==> config.mk <==
export PLATFORM = sky130hd
export DESIGN_NAME = cfg_lut_tile
export DESIGN_NICKNAME = d
export VERILOG_FILES = /design/src/rtl/fabric_pkg.sv /design/src/rtl/ble_cell.sv /design/src/rtl/cfg_lut_tile.sv
export SDC_FILE = /design/constraint.sdc
export NUM_CORES = 1
export LEC_CHECK = 0
export CORE_ASPECT_RATIO = 1.25
export CORE_UTILIZATION = 50
export CTS_CLUSTER_SIZE = 24
export DETAILED_ROUTE_END_ITERATION = 8
export PLACE_DENSITY = 0.67
export SETUP_SLACK_MARGIN = 0.02
export SKIP_LAST_GASP = 1
export SYNTH_ARGS = -nofsm -noshare
export SYNTH_HDL_FRONTEND = slang
export SYNTH_SLANG_ARGS = --single-unit
==> constraint.sdc <==
create_clock -name clk -period 3.5 [get_ports clk]
set_clock_uncertainty 0.1 [all_clocks]
set_input_delay 0.7 -clock clk [delete_from_list [all_inputs] [get_ports clk]]
set_output_delay 0.7 -clock clk [all_outputs]
set_load 0.005 [all_outputs]
==> src/rtl/fabric_pkg.sv <==
// Shared fabric definitions: tile FSM states and bitstream geometry helpers.
// The bitstream generator uses the same helpers so field offsets never drift.
package fabric_pkg;

    typedef enum logic [1:0] {
        UNCFG = 2'd0,
        LOAD  = 2'd1,
        RUN   = 2'd2,
        ERR   = 2'd3
    } tile_state_e;

    function automatic int clog2(input int v);
        int r;
        r = 0;
        while ((1 << r) < v) r++;
        return r;
    endfunction

    // Width of one crossbar select field; never narrower than one bit.
    function automatic int calc_sw(input int i, input int n);
        int w;
        w = clog2(i + n);
        return (w < 1) ? 1 : w;
    endfunction

    function automatic int calc_bb(input int i, input int n, input int k);
        return k * calc_sw(i, n) + (1 << k) + 1;
    endfunction

    function automatic int sel_off(input int i, input int n, input int k_idx);
        return k_idx * calc_sw(i, n);
    endfunction

    function automatic int lut_off(input int i, input int n, input int k);
        return k * calc_sw(i, n);
    endfunction

    function automatic int regsel_off(input int i, input int n, input int k);
        return calc_bb(i, n, k) - 1;
    endfunction

endpackage

==> src/rtl/ble_cell.sv <==
// One basic logic element: K crossbar muxes, 2^K-entry LUT, enabled FF and
// registered/combinational output select.
module ble_cell
    import fabric_pkg::*;
#(
    parameter int I = 4,
    parameter int N = 2,
    parameter int K = 4
) (
    input  logic                        i_clk,
    input  logic                        i_rst_n,
    input  logic [calc_bb(I,N,K)-1:0]   i_cfg,
    input  logic                        i_cfg_done,
    input  logic                        i_en,
    input  logic                        i_clr,
    input  logic [I-1:0]                i_tile_in,
    input  logic [N-1:0]                i_fb,
    output logic                        o_q,
    output logic                        o_out
);
    localparam int SW     = calc_sw(I, N);
    localparam int NSRC   = 1 << SW;
    localparam int LUT_W  = 1 << K;
    localparam int LUT_LO = lut_off(I, N, K);
    localparam int RS_BIT = regsel_off(I, N, K);

    logic [NSRC-1:0]  w_src;
    logic [K-1:0]     w_idx;
    logic [LUT_W-1:0] w_lut;
    logic             w_lut_out;
    logic             w_regsel;
    logic             r_q;

    // Source vector is padded to 2^SW so out-of-range selects read constant 0.
    always_comb begin
        w_src            = '0;
        w_src[I-1:0]     = i_tile_in;
        w_src[I+N-1:I]   = i_fb;
    end

    always_comb begin
        w_idx = '0;
        for (int k = 0; k < K; k++) begin
            w_idx[k] = w_src[i_cfg[sel_off(I, N, k) +: SW]];
        end
    end

    assign w_lut     = i_cfg[LUT_LO +: LUT_W];
    assign w_lut_out = w_lut[w_idx];
    assign w_regsel  = i_cfg[RS_BIT];

    always_ff @(posedge i_clk or negedge i_rst_n) begin
        if (!i_rst_n) begin
            r_q <= 1'b0;
        end else if (i_clr) begin
            r_q <= 1'b0;
        end else if (i_en && i_cfg_done) begin
            r_q <= w_lut_out;
        end
    end

    assign o_q   = r_q;
    assign o_out = i_cfg_done ? (w_regsel ? r_q : w_lut_out) : 1'b0;

endmodule

==> src/rtl/cfg_lut_tile.sv <==
// Configurable LUT tile: serial shadow-chain load with even parity and atomic
// commit. Define CFG_TILE_READBACK_EN to add the cfg_rb_bit readback port.
module cfg_lut_tile
    import fabric_pkg::*;
#(
    parameter int I = 4,
    parameter int N = 2,
    parameter int K = 4
) (
    input  logic         clk,
    input  logic         rst_n,
    input  logic         cfg_start,
    input  logic         cfg_valid,
    input  logic         cfg_bit,
    output logic         cfg_ready,
    output logic         cfg_done,
    output logic         cfg_err,
    input  logic         ble_en,
    input  logic [I-1:0] tile_in,
    output logic [N-1:0] tile_out,
`ifdef CFG_TILE_READBACK_EN
    output logic         cfg_rb_bit,
`endif
    output tile_state_e  dbg_state
);
    localparam int SW       = calc_sw(I, N);
    localparam int BB       = calc_bb(I, N, K);
    localparam int CFG_BITS = N * BB;
    localparam int CW       = clog2(CFG_BITS + 1);

    tile_state_e         r_state;
    tile_state_e         w_next;
    logic [CW-1:0]       r_cnt;
    logic                r_par;
    logic [CFG_BITS-1:0] r_shadow;
    logic [CFG_BITS-1:0] r_active;
    logic                r_done;
    logic                r_err;
    logic [N-1:0]        w_q;

    logic w_in_load;
    logic w_accept;
    logic w_last;
    logic w_commit;
    logic w_fail;

    // cfg_start wins over a coincident cfg_valid: that bit is discarded.
    assign w_in_load = (r_state == LOAD);
    assign w_accept  = w_in_load && cfg_valid && !cfg_start;
    assign w_last    = (r_cnt == CW'(CFG_BITS));
    assign w_commit  = w_accept && w_last && (cfg_bit == r_par);
    assign w_fail    = w_accept && w_last && (cfg_bit != r_par);

    always_ff @(posedge clk or negedge rst_n) begin
        if (!rst_n) begin
            r_state <= UNCFG;
        end else begin
            r_state <= w_next;
        end
    end

    always_comb begin
        w_next = r_state;
        if (cfg_start) begin
            w_next = LOAD;
        end else if (w_commit) begin
            w_next = RUN;
        end else if (w_fail) begin
            w_next = ERR;
        end
    end

    always_ff @(posedge clk or negedge rst_n) begin
        if (!rst_n) begin
            r_cnt    <= '0;
            r_par    <= 1'b0;
            r_shadow <= '0;
            r_active <= '0;
            r_done   <= 1'b0;
            r_err    <= 1'b0;
        end else if (cfg_start) begin
            r_cnt <= '0;
            r_par <= 1'b0;
        end else if (w_accept && !w_last) begin
            r_shadow[r_cnt] <= cfg_bit;
            r_par           <= r_par ^ cfg_bit;
            r_cnt           <= r_cnt + 1'b1;
        end else if (w_commit) begin
            r_active <= r_shadow;
            r_done   <= 1'b1;
            r_err    <= 1'b0;
        end else if (w_fail) begin
            r_err <= 1'b1;
        end
    end

    assign cfg_ready = w_in_load;
    assign cfg_done  = r_done;
    assign cfg_err   = r_err;
    assign dbg_state = r_state;

`ifdef CFG_TILE_READBACK_EN
    // Old configuration streams out in step with the new one streaming in.
    assign cfg_rb_bit = (w_in_load && (r_cnt < CW'(CFG_BITS))) ? r_active[r_cnt] : 1'b0;
`endif

    for (genvar b = 0; b < N; b++) begin : g_ble
        ble_cell #(
            .I(I),
            .N(N),
            .K(K)
        ) u_ble (
            .i_clk      (clk),
            .i_rst_n    (rst_n),
            .i_cfg      (r_active[b*BB +: BB]),
            .i_cfg_done (r_done),
            .i_en       (ble_en),
            .i_clr      (w_commit),
            .i_tile_in  (tile_in),
            .i_fb       (w_q),
            .o_q        (w_q[b]),
            .o_out      (tile_out[b])
        );
    end

endmodule

==> flow_metrics.py <==
metrics = {
    "global_routing": {
        "grt_start_max_net_pins": 77,
        "grt_pass1_wl_mm": 22.1,
        "overflow": 0,
        "antenna_found_initial": 0,
        "grtUsageTotal": 0.235,
        "grt_pass1_vias": 4274,
    },
    "detailed_routing": {
        "drc": 0,
        "dr.pass1.iters": 4,
        "wirelength_mm": 13.5,
        "dr.first_iter.drc_count": 142,
        "avgRoutedWirePerCell_um": 18.6,
        "vias": 4066,
        "viasPerCell": 5.60,
        "postRouteAntennaNets": 0,
    },
    "sta": {
        "slew_headroom": 0.350,
        "fmax_mhz": 273,
        "timing.final.ws_setup_ns": -0.167,
        "worst_slew_pin_slew_ns": 0.975,
        "fin_hold_ws_ns": 0.342,
        "setup_violations": 2,
        "finalCritPeriodShare": 1.05,
        "hold_violations": 0,
        "maxSlewViolCount": 0,
        "grt_setup_unrepaired": "yes",
        "period_needed_ns": 3.67,
    },
    "layout": {
        "diodes": 0,
        "final_cell_area_sq_um": 7470,
        "area_growth_pct": 21.8,
        "final_net_count": 567,
        "utilization": 0.634,
        "layout-drive-gt1-share": 0.400,
    },
    "setup_path": {
        "r2r_slack_ns": 0.71,
        "criticalPathCategory": "reg -> out",
        "worstPathCellList": "buf_6 -> mux2_4 -> a222oi_1 -> buf_4 -> buf_6 -> nor2b_1 -> o32ai_1 -> a21oi_1 -> a32oi_1 -> buf_4 -> a21oi_2 -> buf_2",
        "r2r-end": "r_active[11]$_DFFE_PN0P_",
        "crit_slowest_cell": "dfrtp_2",
        "worstSetupStartpointType": "flop",
        "r2r_cells": 6,
        "regToRegStartpoint": "r_cnt[5]$_DFFE_PN0P_",
        "required_ns": 2.70,
        "cp.arrival_ns": 2.87,
        "crit_path_max_fanout": 6,
        "crit_path_end_kind": "primary output",
        "max_stage_delay_ns": 0.46,
    },
    "synthesis": {
        "synth_area_leader_cell": "dfrtp_1",
        "async_reset_ff_frac": 1.00,
        "netlist_area_sq_um": 6140,
        "yosys-top-cells-area": "dfrtp_1 (53%), mux2_2 (22%), nor2_1 (3.1%)",
        "ys_types": 50,
        "yosysWarnings": 0,
        "seq_area_frac_synth": 0.526,
        "syn_nets": 504,
        "syn_area_per_cell_sq_um": 12.5,
        "ys_ff_latch": 129,
        "synth_edf_count": 0,
        "synth_top_area_frac": 0.526,
        "syn_inst": 492,
        "synthFlopType": "dfrtp_1",
    },
    "run_status": {
        "status": "finished with violations",
        "violations": "setup timing",
    },
    "power": {
        "vdd_drop_max_v": 0.000327,
        "powerDensity_nw_per_um2": 480,
        "p_leak_nw": 3.60,
    },
    "clocking": {
        "cts_buffers": 17,
        "clockBufferDepth": 2,
        "cts.sinks": 129,
        "cts_hold_repair.buffers": 0,
        "path_clk_slew_ns": 0.06,
        "cts_tree": "yes",
        "htree_levels": 4,
        "cts_root_buf": "clkbuf_16",
        "clkLatencyLatePin_ns": 0.42,
    },
    "floorplanning": {
        "fp.dieW_um": 101,
        "io_pins": 17,
        "die_h_um": 126,
        "core-area_sq_um": 11800,
        "std_cell_rows": 44,
        "fp.dieArea_sq_um": 12700,
        "initial_core_util": 0.521,
    },
    "placed_design": {
        "placed_cell_area_sq_um": 6750,
        "post-place-ws_ns": -0.829,
        "port_buffers": 16,
        "dp_hpwl_mm": 8.85,
        "gp_congestion": 0.767,
    },
    "worst_hold_path": {
        "hp-class": "in -> async",
    },
    "flow_run": {
        "cap_viol_max_count": 0,
    },
}
[cells in the final DEF (no fill, tap or decap), types with 3 or more instances in the layout]
master / count
clkdlybuf4s50_1: 8
o21a_1: 3
nand2_1: 33
mux4_2: 4
nor2b_1: 10
mux2_4: 3
and2_1: 4
bufinv_16: 4
dfrtp_1: 127
mux2i_1: 14
nand2b_1: 8
a22oi_4: 3
clkbuf_16: 17
buf_6: 4
a21oi_1: 5
inv_1: 7
nor3_1: 3
a31oi_1: 5
clkbuf_8: 5
nor2_1: 49
xor2_1: 3
mux2_2: 116
buf_4: 45
mux2_1: 8
o21ai_0: 8
nor3b_1: 3
nand3b_1: 8
buf_2: 5
[per-stage QoR]
| stage | std cells | power, mW | TNS, ns |
|---|---|---|---|
| 2_1_floorplan | 492 | 1.63 | 0 |
| 3_3_place_gp | 692 | 1.72 | -1.65 |
| 3_5_place_dp | 692 | 1.73 | -1.64 |
| 4_1_cts | 726 | 3.61 | -0.251 |
| 5_1_grt | 726 | 3.70 | -0.457 |
| 6_report | 726 | 3.58 | -0.280 |
[critical path: cells and delay by family, from the launching register on]
family	cells	cell delay [ns]
mux	1	0.25
simple gates	1	0.05
compound gates	5	0.89
buf+inv	5	0.78
flops	1	0.46
[synth_stat cells (all sizes together) (4+ instances only)]
| cell | number |
|---|---|
| a2111oi | 4 |
| a21oi | 6 |
| a22oi | 5 |
| a31oi | 5 |
| and2 | 4 |
| buf | 4 |
| clkbuf | 17 |
| dfrtp | 129 |
| inv | 7 |
| mux2 | 127 |
| mux2i | 14 |
| mux4 | 5 |
| nand2 | 34 |
| nand2b | 8 |
| nand3b | 8 |
| nor2 | 50 |
| nor2b | 10 |
| nor3 | 4 |
| nor3b | 5 |
| o21ai | 9 |
[worst max-delay path by stage]
stage                     slack, ns                           start          end
final                         -0.17  g_ble[1].u_ble.o_q$_DFFE_PN0P_  tile_out[1]
after detailed placement      -0.83                      tile_in[0]  tile_out[1]
after floorplan                0.23                      tile_in[0]  tile_out[0]
after global placement        -0.83                      tile_in[0]  tile_out[1]
after global routing          -0.24  g_ble[1].u_ble.o_q$_DFFE_PN0P_  tile_out[1]
after CTS                     -0.15  g_ble[1].u_ble.o_q$_DFFE_PN0P_  tile_out[1]
[where the power goes]
group / switching, mW / internal, mW / leakage (nW)
sequential: 0.0153 / 1.51 / 1.79
combinational: 0.102 / 0.0806 / 1.51
clock: 0.600 / 1.27 / 0.308
total: 0.717 / 2.87 / 3.60
[layout make-up]
| cell class | count | area, sq um |
|---|---|---|
| Sequential cell | 129 | 3230 |
| Tap cell | 161 | 201 |
| Clock buffer | 24 | 502 |
| Multi-Input combinational cell | 335 | 2860 |
| Timing Repair Buffer | 65 | 526 |
| Inverter | 7 | 26.3 |
| Fill cell | 949 | 4310 |
| Clock inverter | 5 | 125 |
[sequential cells by signal (all words and copies together) (netlist names)]
register         flops
cfg_done             1
g_ble.u_ble.o_q      2
r_shadow            58
r_cnt                6
cfg_err              1
dbg_state            2
r_par                1
r_active            58
[metal layers]
metal	global-route usage	share of wire	vias up
li1	-	-	1886
met1	0.283	0.42	2106
met2	0.403	0.53	56
met3	0.0560	0.030	18
met4	0.0887	0.019	0
met5	0	0	-
[cells by family after synthesis]
group                    synth area share
multiplexers                        0.275
AND/OR/NAND/NOR                     0.111
flip-flops                          0.526
AO/OA/AOI/OAI                      0.0589
buffers and inverters              0.0186
XOR/XNOR                          0.00571
adder cells (fa/ha/maj)           0.00408
[repair_timing]
| action | 4_1_cts | 5_1_grt |
|---|---|---|
| gates resized for setup | 34 | 8 |
| setup buffers | 5 | 0 |
| endpoints found under the setup margin | 2 | 2 |
| pin swaps | 13 | 7 |
| hold endpoints to repair | 0 | 0 |
Power figures use the tool's default switching activity.
==> edit: new RTL, same settings <==
Build with the macro `CFG_TILE_READBACK_EN` defined.
--- a/src/rtl/cfg_lut_tile.sv
+++ b/src/rtl/cfg_lut_tile.sv
@@ -1,4 +1,6 @@
 // Configurable LUT tile: serial shadow-chain load with even parity and atomic
 // commit. Define CFG_TILE_READBACK_EN to add the cfg_rb_bit readback port.
+`define CFG_TILE_READBACK_EN
+
 module cfg_lut_tile
     import fabric_pkg::*;
Formal check against the unedited RTL (old outputs only; new: cfg_rb_bit): same outputs for any inputs over 10 cycles, from zero or initial values and one cycle with rst_n low; that may be too few to reach the edited logic, so the function may still have changed.
==> edit against the unedited design <==
The flow still finishes with violations (negative setup slack); via count grew 17%; non-clock buffer count rose by 11; sequential share of layout area down 3.7 points; synthesized cell count rose by 13%; critical path type unchanged; sequential cell count is the same; cell area increased by 9.2%; critical path depth is 3 lower; worst setup slack better by 71 ps; wire length is 26% higher; power is 1.0% higher; core utilization is 0.45 points higher; area after synthesis increased by 7.8%.
==> edit: results <==
group,metric,value,unit
place,dp_worst_setup_slack,-764,ps
synthesis,synth_nets,566,
routing,routed_wirelength,17100,um
clock_tree,cts-htree-levels,4,
clock_tree,cts-buffers-inserted,17,
worst_hold_path,hp-class,"input pin to async pin",
power,vdd_drop_max,0.000308,V
synthesis,ys_types,49,
global_routing,grt_pass1_vias,5006,
power,p_leak,3.84,nW
timing,setup_slack,-96.3,ps
critical_path,r2r_slack,900,ps
finish,fill_cells,994,
critical_path,critPathMaxFanout,5,
place,globalplace.congestion,0.883,
clock_tree,cts.path.max_buffers,2,
timing,setup_viol,2,
critical_path,cp_slowest_cell,"mux4_2",
critical_path,cpPeakStageDelay,530,ps
routing,dr.first_iter.drc_count,308,
place,hpwlAfterDp,11600,um
clock_tree,path_clk_slew,50,ps
timing,fin_hold_ws,260,ps
critical_path,critical_path_arrival,2800,ps
finish,top_regs,"r_active (58), r_shadow (58), r_cnt (6)",
synthesis,synthTopCellsByCount,"mux2_2, dfrtp_1, nand2_1",
finish,drive_gt1_frac,0.414,
clock_tree,insertion_delay,420,ps
status,violations,"negative setup slack",
status,status,"finished with violations",
global_routing,grt_pass1_wl,27700,um
routing,vias,4739,
global_routing,track_usage,0.272,
place,io_buffer_count,17,
timing,tns,-131,ps
finish,nets,631,
global_routing,grt_max_degree,60,
place,dpl_cell_area,7290,um2
synthesis,async_flop_share,1.00,
routing,firstDrtPassIters,5,
clock_tree,cts_root_buf,"clkbuf_16",
synthesis,synth_ff_type,"dfrtp_1",
critical_path,path_delay_family,"compound AO/OA/AOI/OAI gates",
synthesis,synth_top_cells_by_area,"dfrtp_1, mux2_2, nand2_1",
finish,antenna_cells_inserted,0,
synthesis,yosysSeqAreaShare,0.488,
synthesis,synth-warning-count,0,
timing,worst_slew_pin_slew,864,ps
global_routing,grt_antenna_before_repair,0,
-- edit: cell count changes after synthesis, moves of 4 or more --
cell      before  now
and3_1         0   10
mux2_2       119  132
nor2b_1       10    4
mux4_2         3   11
a211oi_1       0    6
mux2_1         8    0
o21ai_0        9   13
clkbuf_1      17   21
nand2_1       34   70
nand3_1        2    8
nor2_1        50   21
mux2i_1       14   19
-- edit: layer usage --
metal  wire, um  global-route usage  vias to the layer above
met5          0                   0                        -
met3        697              0.0511                       37
met4        656               0.156                        0
li1           -                   -                     2148
met2       8180               0.441                      137
met1       7560               0.346                     2417
-- edit: kinds of logic after synthesis --
family,synth area share
buffers and inverters,0.0253
DFF,0.488
AOI/OAI and AO/OA,0.0800
muxes,0.291
adders and majority gates,0.00378
xor gates and xnor gates,0.00662
and+or+nand+nor,0.106
-- edit: worst reg2reg max path: stages, from the launching register on --
cell	delay, ps
dfrtp_1	390
buf_12	170
inv_1	140
ha_1	240
nand3_1	140
nand2_1	170
nor3_1	490
buf_4	280
nand2_1	70
mux2_2	300
-- edit: final cells by class --
cell class,instances,area (um2),share of cell area
clock buffer,21,480,0.0589
timing repair buffer,76,697,0.0854
sequential,129,3230,0.396
tap,168,210,0.0258
multi-input combinational,385,3370,0.413
clock inverter,10,133,0.0162
inverter,10,37.5,0.00460
-- edit: through the flow --
step | power [mW] | cells | utilization
5_1_grt | 3.74 | 799 | 0.639
6_report | 3.62 | 799 | 0.639
3_5_place_dp | 1.79 | 758 | 0.571
2_1_floorplan | 1.67 | 554 | -
3_3_place_gp | 1.79 | 758 | 0.571
4_1_cts | 3.64 | 799 | 0.638
-- edit: power by group --
| group | leakage (nW) | switching, mW | internal, mW |
|---|---|---|---|
| clock | 0.297 | 0.634 | 1.18 |
| combinational | 1.76 | 0.152 | 0.123 |
| sequential | 1.79 | 0.0136 | 1.51 |
| total | 3.84 | 0.799 | 2.82 |
-- edit: final timing paths --
check                                    from            to  cells past startpoint
min in group clk                 dbg_state[0]  dbg_state[0]                      1
hold reg to reg                  dbg_state[0]  dbg_state[0]                      1
hold / removal                          rst_n   r_shadow[8]                      1
setup reg to reg                     r_cnt[0]   r_shadow[3]                      9
setup / recovery           g_ble[1].u_ble.o_q   tile_out[0]                      9
max in group asynchronous               rst_n      r_cnt[2]                      2
-- edit: repair_timing --
item / 4_1_cts / 5_1_grt
pin swaps: 20 / 2
endpoints found under the hold margin: 0 / 0
buffers inserted: 9 / 0
cloned: 1 / 0
hold buffers: 0 / 0
setup endpoints to repair: 3 / 3
resized for setup: 52 / 3
